$ cat src/rtl/hazard_ctrl.sv
// hazard_ctrl: D-stage stall and forwarding-select generation from shadow E/M/W register-use records.
module hazard_ctrl (
    input  logic       clk,
    input  logic       reset,
    input  logic [4:0] d_A1,
    input  logic [4:0] d_A2,
    input  logic [4:0] d_A3,
    input  logic [2:0] d_Tnew,
    input  logic [2:0] d_Tuse1,
    input  logic [2:0] d_Tuse2,
    output logic       stall,
    output logic [1:0] fwd_rs_D,
    output logic [1:0] fwd_rt_D,
    output logic [1:0] fwd_rs_E,
    output logic [1:0] fwd_rt_E,
    output logic       fwd_rt_M
);
    logic [4:0] r_e_a1, r_e_a2, r_e_a3, r_m_a2, r_m_a3, r_w_a3;
    logic [2:0] r_e_tnew, r_m_tnew, r_w_tnew;
    logic       w_stall_rs, w_stall_rt;

    function automatic logic [2:0] sat(input logic [2:0] x);
        return (x == 3'd0) ? 3'd0 : x - 3'd1;
    endfunction

    function automatic logic hit(input logic [4:0] a3, input logic [2:0] tnew, input logic [4:0] src);
        return (a3 != 5'd0) && (a3 == src) && (tnew == 3'd0);
    endfunction

    function automatic logic busy(input logic [4:0] src, input logic [2:0] tuse,
                                  input logic [4:0] ea3, input logic [2:0] etn,
                                  input logic [4:0] ma3, input logic [2:0] mtn);
        return (src != 5'd0) && ((ea3 == src && etn > tuse) || (ma3 == src && mtn > tuse));
    endfunction

    always_ff @(posedge clk) begin
        if (reset) begin
            r_e_a1   <= '0;
            r_e_a2   <= '0;
            r_e_a3   <= '0;
            r_e_tnew <= '0;
            r_m_a2   <= '0;
            r_m_a3   <= '0;
            r_m_tnew <= '0;
            r_w_a3   <= '0;
            r_w_tnew <= '0;
        end else begin
            r_e_a1   <= stall ? 5'd0 : d_A1;
            r_e_a2   <= stall ? 5'd0 : d_A2;
            r_e_a3   <= stall ? 5'd0 : d_A3;
            r_e_tnew <= stall ? 3'd0 : sat(d_Tnew);
            r_m_a2   <= r_e_a2;
            r_m_a3   <= r_e_a3;
            r_m_tnew <= sat(r_e_tnew);
            r_w_a3   <= r_m_a3;
            r_w_tnew <= sat(r_m_tnew);
        end
    end

    // W is never checked for stall: its Tnew has always aged to zero.
    always_comb begin
        w_stall_rs = busy(d_A1, d_Tuse1, r_e_a3, r_e_tnew, r_m_a3, r_m_tnew);
        w_stall_rt = busy(d_A2, d_Tuse2, r_e_a3, r_e_tnew, r_m_a3, r_m_tnew);
        stall      = !reset && (w_stall_rs || w_stall_rt);
        fwd_rs_D   = reset ? 2'd0 : hit(r_e_a3, r_e_tnew, d_A1) ? 2'd1 :
                     hit(r_m_a3, r_m_tnew, d_A1) ? 2'd2 : hit(r_w_a3, r_w_tnew, d_A1) ? 2'd3 : 2'd0;
        fwd_rt_D   = reset ? 2'd0 : hit(r_e_a3, r_e_tnew, d_A2) ? 2'd1 :
                     hit(r_m_a3, r_m_tnew, d_A2) ? 2'd2 : hit(r_w_a3, r_w_tnew, d_A2) ? 2'd3 : 2'd0;
        fwd_rs_E   = reset ? 2'd0 : hit(r_m_a3, r_m_tnew, r_e_a1) ? 2'd1 :
                     hit(r_w_a3, r_w_tnew, r_e_a1) ? 2'd2 : 2'd0;
        fwd_rt_E   = reset ? 2'd0 : hit(r_m_a3, r_m_tnew, r_e_a2) ? 2'd1 :
                     hit(r_w_a3, r_w_tnew, r_e_a2) ? 2'd2 : 2'd0;
        fwd_rt_M   = !reset && hit(r_w_a3, r_w_tnew, r_m_a2);
    end
endmodule
$ cat config.mk
export PLATFORM = sky130hd
export DESIGN_NAME = hazard_ctrl
export DESIGN_NICKNAME = d
export VERILOG_FILES = /design/src/rtl/hazard_ctrl.sv
export SDC_FILE = /design/constraint.sdc
export NUM_CORES = 1
export LEC_CHECK = 0
export ABC_AREA = 1
export CORE_UTILIZATION = 40
export CTS_BUF_LIST = sky130_fd_sc_hd__clkbuf_4 sky130_fd_sc_hd__clkbuf_8
export CTS_CLUSTER_SIZE = 8
export DETAILED_ROUTE_END_ITERATION = 12
export PLACE_DENSITY_LB_ADDON = 0.15
export SLEW_MARGIN = 20
export SYNTH_ARGS = -nofsm -noshare
export SYNTH_HDL_FRONTEND = slang
export SYNTH_SLANG_ARGS = --single-unit
$ cat constraint.sdc
create_clock -name clk -period 2.4 [get_ports clk]
set_input_delay 0.6 -clock clk [delete_from_list [all_inputs] [get_ports clk]]
set_output_delay 0.6 -clock clk [all_outputs]
set_load 0.05 [all_outputs]
Word-level counts from Yosys, hierarchy flattened
Index checks and enable logic that the tools add are counted.
Storage, ports and cells
  register bits: 39
  input bits: 26
  word-level logic and storage cells: 88
Operators by class
  add/subtract/negate cells: 3
  order comparisons: 4
  equality and inequality tests: 11
  multiplexer cells: 14
  reductions and logical operators: 47
Operators with widths (count)
  $eq 5x5->1: 11
  $logic_and 1x1->1: 30
  $mux 2: 14
  $reduce_bool 5->1: 5
  $gt 3x3->1: 4
  $logic_not 3->1: 4
  $sub 3x1->3 const B: 3
  $reduce_or 2->1: 3
  $logic_or 1x1->1: 3
  $reduce_or 3->1: 1
  $logic_not 1->1: 1

Longest topological paths before layout
Gate-level depths: netlist (run 1).
  depth after elaboration: 7
  depth in mapped cells: 12
  depth with buffers taken out: 11

Least setup slack after synthesis (run 1)
No wires, ideal clock.
  path kind: input -> output
  start point: input port d_Tuse2[2]
  end point: output port stall
  data arrival time: 2342 ps
  slack: -542 ps
  stages on the path: 9
  cells stage by stage: inv_1 ha_1 nand2_1 or2_2 a21oi_1 nand3_1 nand2_1 nand2_2 a21oi_1
On the way
  cells in the longest elaborated chain, start to end: 6
  elaborated cells between the ends (all ways): 8
Ends and longest elaborated chain
  start: declaration: line 10  | input logic [2:0] d_Tuse2,
  $gt 3x3->1: line 33  | return (src != 5'd0) && ((ea3 == src && etn > tuse) || (ma3 == src && mtn > tuse));
  $logic_and 1x1->1: line 33
  $logic_or 1x1->1 *: line 33
  $logic_and 1x1->1 *: line 33
  $logic_or 1x1->1 *: line 64  | stall = !reset && (w_stall_rs || w_stall_rt);
  $logic_and 1x1->1 *: line 64
  end: declaration: line 11  | output logic stall,
Mark *: on every way between the ends. The rest lies on a longest branch, timed or not.

Final worst setup path (run 1)
  start point: input port d_Tuse1[1]
  end point: output port stall
On the way
  cells in the longest elaborated chain, start to end: 6
  elaborated cells between the ends (all ways): 8
Ends and longest elaborated chain
  start: declaration: line 9  | input logic [2:0] d_Tuse1,
  $gt 3x3->1: line 33
  $logic_and 1x1->1: line 33
  $logic_or 1x1->1 *: line 33
  $logic_and 1x1->1 *: line 33
  $logic_or 1x1->1 *: line 64
  $logic_and 1x1->1 *: line 64
Marked as above.

==> results.sh, run 1 <==
export IMPL_outcome="finished with violations"
export IMPL_violations="setup timing"
export IMPL_p_sw_uw=596.0
export IMPL_postCtsHoldBufs=0
export IMPL_fin_setup_tns_ns=-0.1143
export IMPL_h_tree_depth=2
export IMPL_synth_main_ff_cell="dfxtp_1"
export IMPL_dieWidth_microns=79.46
export IMPL_row_count=27
export IMPL_use_met1=0.3100
export IMPL_syn_nets=400
export IMPL_area_growth_pct=57.72
export IMPL_final_core_util=0.6709
export IMPL_synth_async_reset_ratio=0
export IMPL_rsz0062_at_grt="yes"
export IMPL_relSlewSlack=0.7665
export IMPL_synth_enable_flop_cells=0
export IMPL_port_buffer_count=35
export IMPL_io_pins=36
export IMPL_vias=2526
export IMPL_hold_start="r_m_tnew[0]"
export IMPL_grt_busiest_layer="met2"
export IMPL_fin_crit_sh=1.048
export IMPL_timing_rr_start="r_m_tnew[2]"
export IMPL_synth_top_area_share=0.3253
export IMPL_cts_buffers=5
export IMPL_finalWorstSetupSlack_ns=-0.1143
export IMPL_synth_most_common_cell="nand2_1"
export IMPL_synth_cell_area_sq_um=2400
export IMPL_ys_ff_latch=39
export IMPL_synth_cell_type_count=28
export IMPL_setup_viol=1
export IMPL_n_antenna_cell=0
export IMPL_worst_setup_path_end_kind="output port"
export IMPL_drc=0
export IMPL_placed_area_sq_um=3158
export IMPL_clock_latency_ns=0.30
export IMPL_path_clk_slew_ns=0.08
export IMPL_swShare=0.3177
export IMPL_layout_nets=481
export IMPL_drive_gt1_frac=0.4041
export IMPL_synth_seq_area_share=0.3253
export IMPL_grt_pass1_vias=2517
export IMPL_fin_skew_ns=0.007258
export IMPL_via_per_inst=4.953
export IMPL_grt_overflow_total=0
export IMPL_cap_violations=0
export IMPL_place_gp_congestion=0.8676
export IMPL_final_max_slew_violation_count=0
export IMPL_drt_iter0_markers=123
export IMPL_hold_class="flop to flop"
export IMPL_wl_per_cell_microns=13.93
export IMPL_drt_pass1_iterations=4
export IMPL_die_h_microns=79.46
export IMPL_ys_top_cells_by_area="dfxtp_1 33%, nand2_1 11%, inv_1 9.5%"
export IMPL_power_frac_comb=0.309
export IMPL_cp_required_ns=1.80
export IMPL_fin_area_sq_um=3785
export IMPL_routed_wl_microns=7105
export IMPL_met2_usage=0.4043
export IMPL_syn_area_per_cell_sq_um=6.741
export IMPL_min_period_ns=2.514
export IMPL_worst_slew_pin_slew_ns=0.3495
export IMPL_cp_arrival_ns=1.91
export IMPL_grt_use_total=0.2428
export IMPL_grt_max_degree=14
export IMPL_dieArea_sq_um=6313
export IMPL_dp_hpwl_microns=5064
export IMPL_grt_pass1_wl_microns=11610
export IMPL_powerDensity_nw_per_um2=495.7
export IMPL_antenna_left=0
export IMPL_ir_drop_mv=0.3330
export IMPL_synth_cells=356
export IMPL_setup_worst_path_start="d_Tuse1[1]"
export IMPL_pre_cts_ws_ns=-0.6161
export IMPL_crit_fanout=2
export IMPL_synth_common_cells="69 x nand2_1, 61 x inv_1, 61 x nor2_1"
export IMPL_finalHoldViolCount=0
export IMPL_max_freq_ghz=0.3977
export IMPL_synth_yosys_warnings=0
export IMPL_worstSetupPathType="primary input to output port"
export IMPL_root_buffer="clkbuf_8"
export IMPL_start_util=0.4254
export IMPL_p_clk_frac=0.296
export IMPL_clk_path_buf_depth=2
export IMPL_synth_largest_area_cell="dfxtp_1"
export IMPL_seq_power_share=0.394
export IMPL_use_met3=0.05257
export IMPL_p_leak_uw=0.001734
export IMPL_cts_tree="built"
export IMPL_p_int_uw=1280
export IMPL_core_sq_um=5642
export IMPL_clkSinkCount=39
export IMPL_start_kind="primary input"
export IMPL_antenna_found_initial=0
==> sequential cells by signal, indices dropped and copies added (netlist names) <==
signal	flops
r_w_a3	5
r_e_a3	5
r_m_a3	5
r_w_tnew	3
r_e_a1	5
r_m_tnew	3
r_m_a2	5
r_e_tnew	3
r_e_a2	5
==> cells in the final DEF, fill, tap and decap left out, drive strengths merged, types with 10 or more instances in the layout <==
cell type / n
a21oi: 13
nand2: 71
xor2: 10
clkbuf: 10
xnor2: 11
inv: 64
buf: 68
nand3: 18
ha: 18
nor2: 62
nand4: 10
dfxtp: 39
==> final timing paths <==
path / endpoint / depth (start not counted) / slack [ns]
worst max-delay path: stall / 11 / -0.11
worst min-delay path: r_w_tnew[0] / 1 / 0.44
worst max register to register: r_e_a1[1] / 15 / 0.16
worst min register to register: r_w_tnew[0] / 1 / 0.44
==> stage by stage <==
stage | cells | hold WS [ns] | power (uW)
finish | 510 | 0.4408 | 1876
global route | 510 | 0.4502 | 1984
CTS | 512 | 0.4407 | 1827
detailed placement | 487 | 0.4077 | 1173
global placement | 487 | 0.3974 | 1165
floorplan | 356 | 0.3907 | 985.1
==> area by class of cell <==
type,instances,area (sq um)
Sequential cell,39,818.3
Tap cell,72,90.09
Fill cell,481,1857
Clock inverter,3,43.79
Clock buffer,5,68.82
Inverter,64,260.3
Multi-Input combinational cell,246,1710
Timing Repair Buffer,81,793.3
==> cell families (layout without fill, tap and decap cells) <==
family,count (synthesis),count (layout),share of synthesized area
AO/OA/AOI/OAI,30,30,0.07456
XOR/XNOR,21,21,0.07664
adder cells (fa/ha/maj),18,18,0.09385
buffers and inverters,71,153,0.1147
flip-flops,39,39,0.3253
AND/OR/NAND/NOR,177,177,0.3149
==> what timing repair did <==
item                       in CTS  in global routing
setup endpoints to repair      10                 28
gates resized for setup       121                 69
gates cloned                    0                  1
pin swaps                      40                 46
setup buffers                  17                  2
==> routing by layer <==
layer	vias to the layer above	share of wire
met1	1154	0.45
met4	0	0.018
met2	68	0.48
li1	1290	-
met5	-	0
met3	14	0.051
==> critical path: stages <==
cell and delay (ns):
buf_2 0.11, inv_4 0.07, ha_4 0.20, nand2_1 0.08
inv_1 0.05, a22oi_2 0.21, nand2_1 0.09, nand2_1 0.09
nand2_2 0.08, a21oi_4 0.18, buf_12 0.15
==> power groups by stage <==
| stage | clock network (uW) | registers [uW] | logic, uW |
|---|---|---|---|
| 2_1_floorplan | 0 | 729 | 256 |
| 3_3_place_gp | 0 | 745 | 420 |
| 3_5_place_dp | 0 | 746 | 427 |
| 4_1_cts | 567 | 739 | 520 |
| 5_1_grt | 599 | 745 | 640 |
| 6_report | 556 | 740 | 580 |
Note: power is estimated with default switching activity, not from simulation.
==> run 2: changes to the inputs <==
CAP_MARGIN = 40   (was not set)
CTS_CLUSTER_DIAMETER = 60   (was not set)
SLEW_MARGIN = not set   (was 20)
==> results of run 2 <==
Final layout, timing and power as in run 1 (identical DEF).
==> run 3: changes to the inputs <==
clock period = 3.16 ns   (was 2.4 ns; I/O delays follow)
==> run 3 against run 2 <==
  * The run now ends clean
  * Critical path type unchanged
  * Sequential share of layout area increased by 2.4 points
  * Via count decreased by 5.7%
  * Die area unchanged
  * Largest cell class unchanged
==> results.sh, run 3 (synthesis results as in run 1) <==
export IMPL_p_clk_frac=0.281
export IMPL_drt_pass1_iterations=4
export IMPL_area_growth_pct=35.40
export IMPL_via_per_inst=4.869
export IMPL_n_antenna_cell=0
export IMPL_vias=2381
export IMPL_crit_slowest_cell="clkdlybuf4s50_1"
export IMPL_post_place_cells=479
export IMPL_fin_setup_tns_ns=0
export IMPL_setup_viol=0
export IMPL_grt_pass1_vias=2251
export IMPL_grt_max_degree=14
export IMPL_postCtsHoldBufs=0
export IMPL_fin_crit_sh=0.9866
export IMPL_start_kind="primary input"
export IMPL_stdcell_count=489
export IMPL_root_buffer="clkbuf_8"
export IMPL_drt_iter0_markers=113
export IMPL_hold_class="flop to flop"
export IMPL_p_sw_uw=389.1
export IMPL_io_pins=36
export IMPL_cp_required_ns=2.37
export IMPL_swShare=0.3187
export IMPL_powerDensity_nw_per_um2=375.7
export IMPL_start_util=0.4254
export IMPL_antenna_found_initial=0
export IMPL_drive_gt1_frac=0.1703
export IMPL_min_period_ns=3.118
export IMPL_rsz0062_at_grt="yes"
export IMPL_routed_wl_microns=6242
export IMPL_grt_pass1_wl_microns=10430
export IMPL_row_count=27
export IMPL_worst_setup_path_end_kind="output port"
export IMPL_layout_nets=460
export IMPL_max_freq_ghz=0.3208
export IMPL_grt_overflow_total=0
export IMPL_relSlewSlack=0.7287
export IMPL_p_leak_uw=0.001585
export IMPL_dp_hpwl_microns=4983
export IMPL_p_int_uw=831.8
export IMPL_worstSetupPathType="primary input to output port"
export IMPL_cts_tree="built"
export IMPL_outcome="finished clean"
export IMPL_dieArea_sq_um=6313
export IMPL_path_clk_slew_ns=0.08
export IMPL_dieWidth_microns=79.46
export IMPL_seq_power_share=0.457
export IMPL_worst_slew_pin_slew_ns=0.4032
export IMPL_finalHoldViolCount=0
export IMPL_reg2reg_slack_ns=1.05
export IMPL_mostFrequentLayoutCell="nand2_1"
export IMPL_grt_use_total=0.2172
export IMPL_die_h_microns=79.46
export IMPL_h_tree_depth=2
export IMPL_wl_per_cell_microns=12.76
export IMPL_antenna_left=0
export IMPL_layout_common_cells="68 x nand2_1, 58 x nor2_1, 56 x inv_1"
export IMPL_power_frac_comb=0.262
export IMPL_clock_latency_ns=0.29
export IMPL_final_max_slew_violation_count=0
export IMPL_clk_path_buf_depth=2
export IMPL_port_buffer_count=35
export IMPL_drc=0
export IMPL_clkSinkCount=39
export IMPL_crit_chain="clkdlybuf4s50_1 -> ha_1 -> a22oi_2 -> nand2_1 -> nand2_1 -> nand2_2 -> a21oi_4 -> buf_12"
export IMPL_core_sq_um=5642
export IMPL_cts_buffers=5
export IMPL_slowest_delay_ns=0.45
export IMPL_place_gp_congestion=0.8574
export IMPL_ir_drop_mv=0.2294
export IMPL_fin_skew_ns=0.005784
export IMPL_crit_fanout=2
export IMPL_cap_violations=0
export IMPL_path_common_cell="nand2_1"
export IMPL_cp_arrival_ns=2.33
run 3: final cells by class:
type | instances | area, sq um
well taps | 72 | 90.09
repair buffers | 60 | 619.3
clock buffers | 6 | 76.32
inverters | 64 | 240.2
fillers | 562 | 2392
multi-input cells | 246 | 1430
flip-flops and latches | 39 | 780.7
clock inverters | 2 | 12.51
run 3: what timing repair did:
action / in CTS / in global routing
hold endpoints to repair: 0 / 0
setup endpoints to repair: 5 / 6
setup buffers: 2 / 0
gates resized for setup: 26 / 9
pin swaps: 13 / 1
run 3: metrics by stage:
stage	utilization	cell area (sq um)	worst slack, ns	hold WS [ns]	total power, uW
final	0.5760	3249	0.04232	0.4065	1221
after global routing	0.5760	3249	-0.03820	0.4140	1295
after CTS	0.5711	3222	0.002604	0.4084	1218
after detailed placement	0.5451	3075	-0.2490	0.3976	871.8
after global placement	0.5451	3075	-0.2339	0.4026	866.3
after floorplan	-	2410	0.1053	0.3907	747.4
run 3: final timing paths:
kind	from	to	cells after the start
worst max-delay path	d_Tuse1[0]	stall	8
worst min-delay path	r_m_tnew[0]	r_w_tnew[0]	1
worst max register to register	r_e_tnew[2]	r_e_a2[4]	12
worst min register to register	r_m_tnew[0]	r_w_tnew[0]	1
run 3: routing by layer:
| metal | track usage | part of all wire | vias to the layer above |
|---|---|---|---|
| met5 | 0 | 0 | - |
| met2 | 0.3462 | 0.46 | 56 |
| met4 | 0.06182 | 0.013 | 0 |
| met1 | 0.2979 | 0.49 | 1075 |
| li1 | - | - | 1243 |
| met3 | 0.03886 | 0.034 | 7 |
run 3: power groups by stage:
stage               Combinational (uW)  Sequential, uW  Clock [uW]
floorplan                          194             554           0
detailed placement                 305             567           0
finish                             320             557         343
CTS                                316             556         346
global placement                   300             567           0
global route                       361             560         373
run 3: worst max-delay path, delay by kind of cell:
kind / cells / cell delay (ns)
buffers and inverters: 2 / 0.60
AOI/OAI and AO/OA: 2 / 0.38
adders and majority gates: 1 / 0.32
and+or+nand+nor: 3 / 0.23
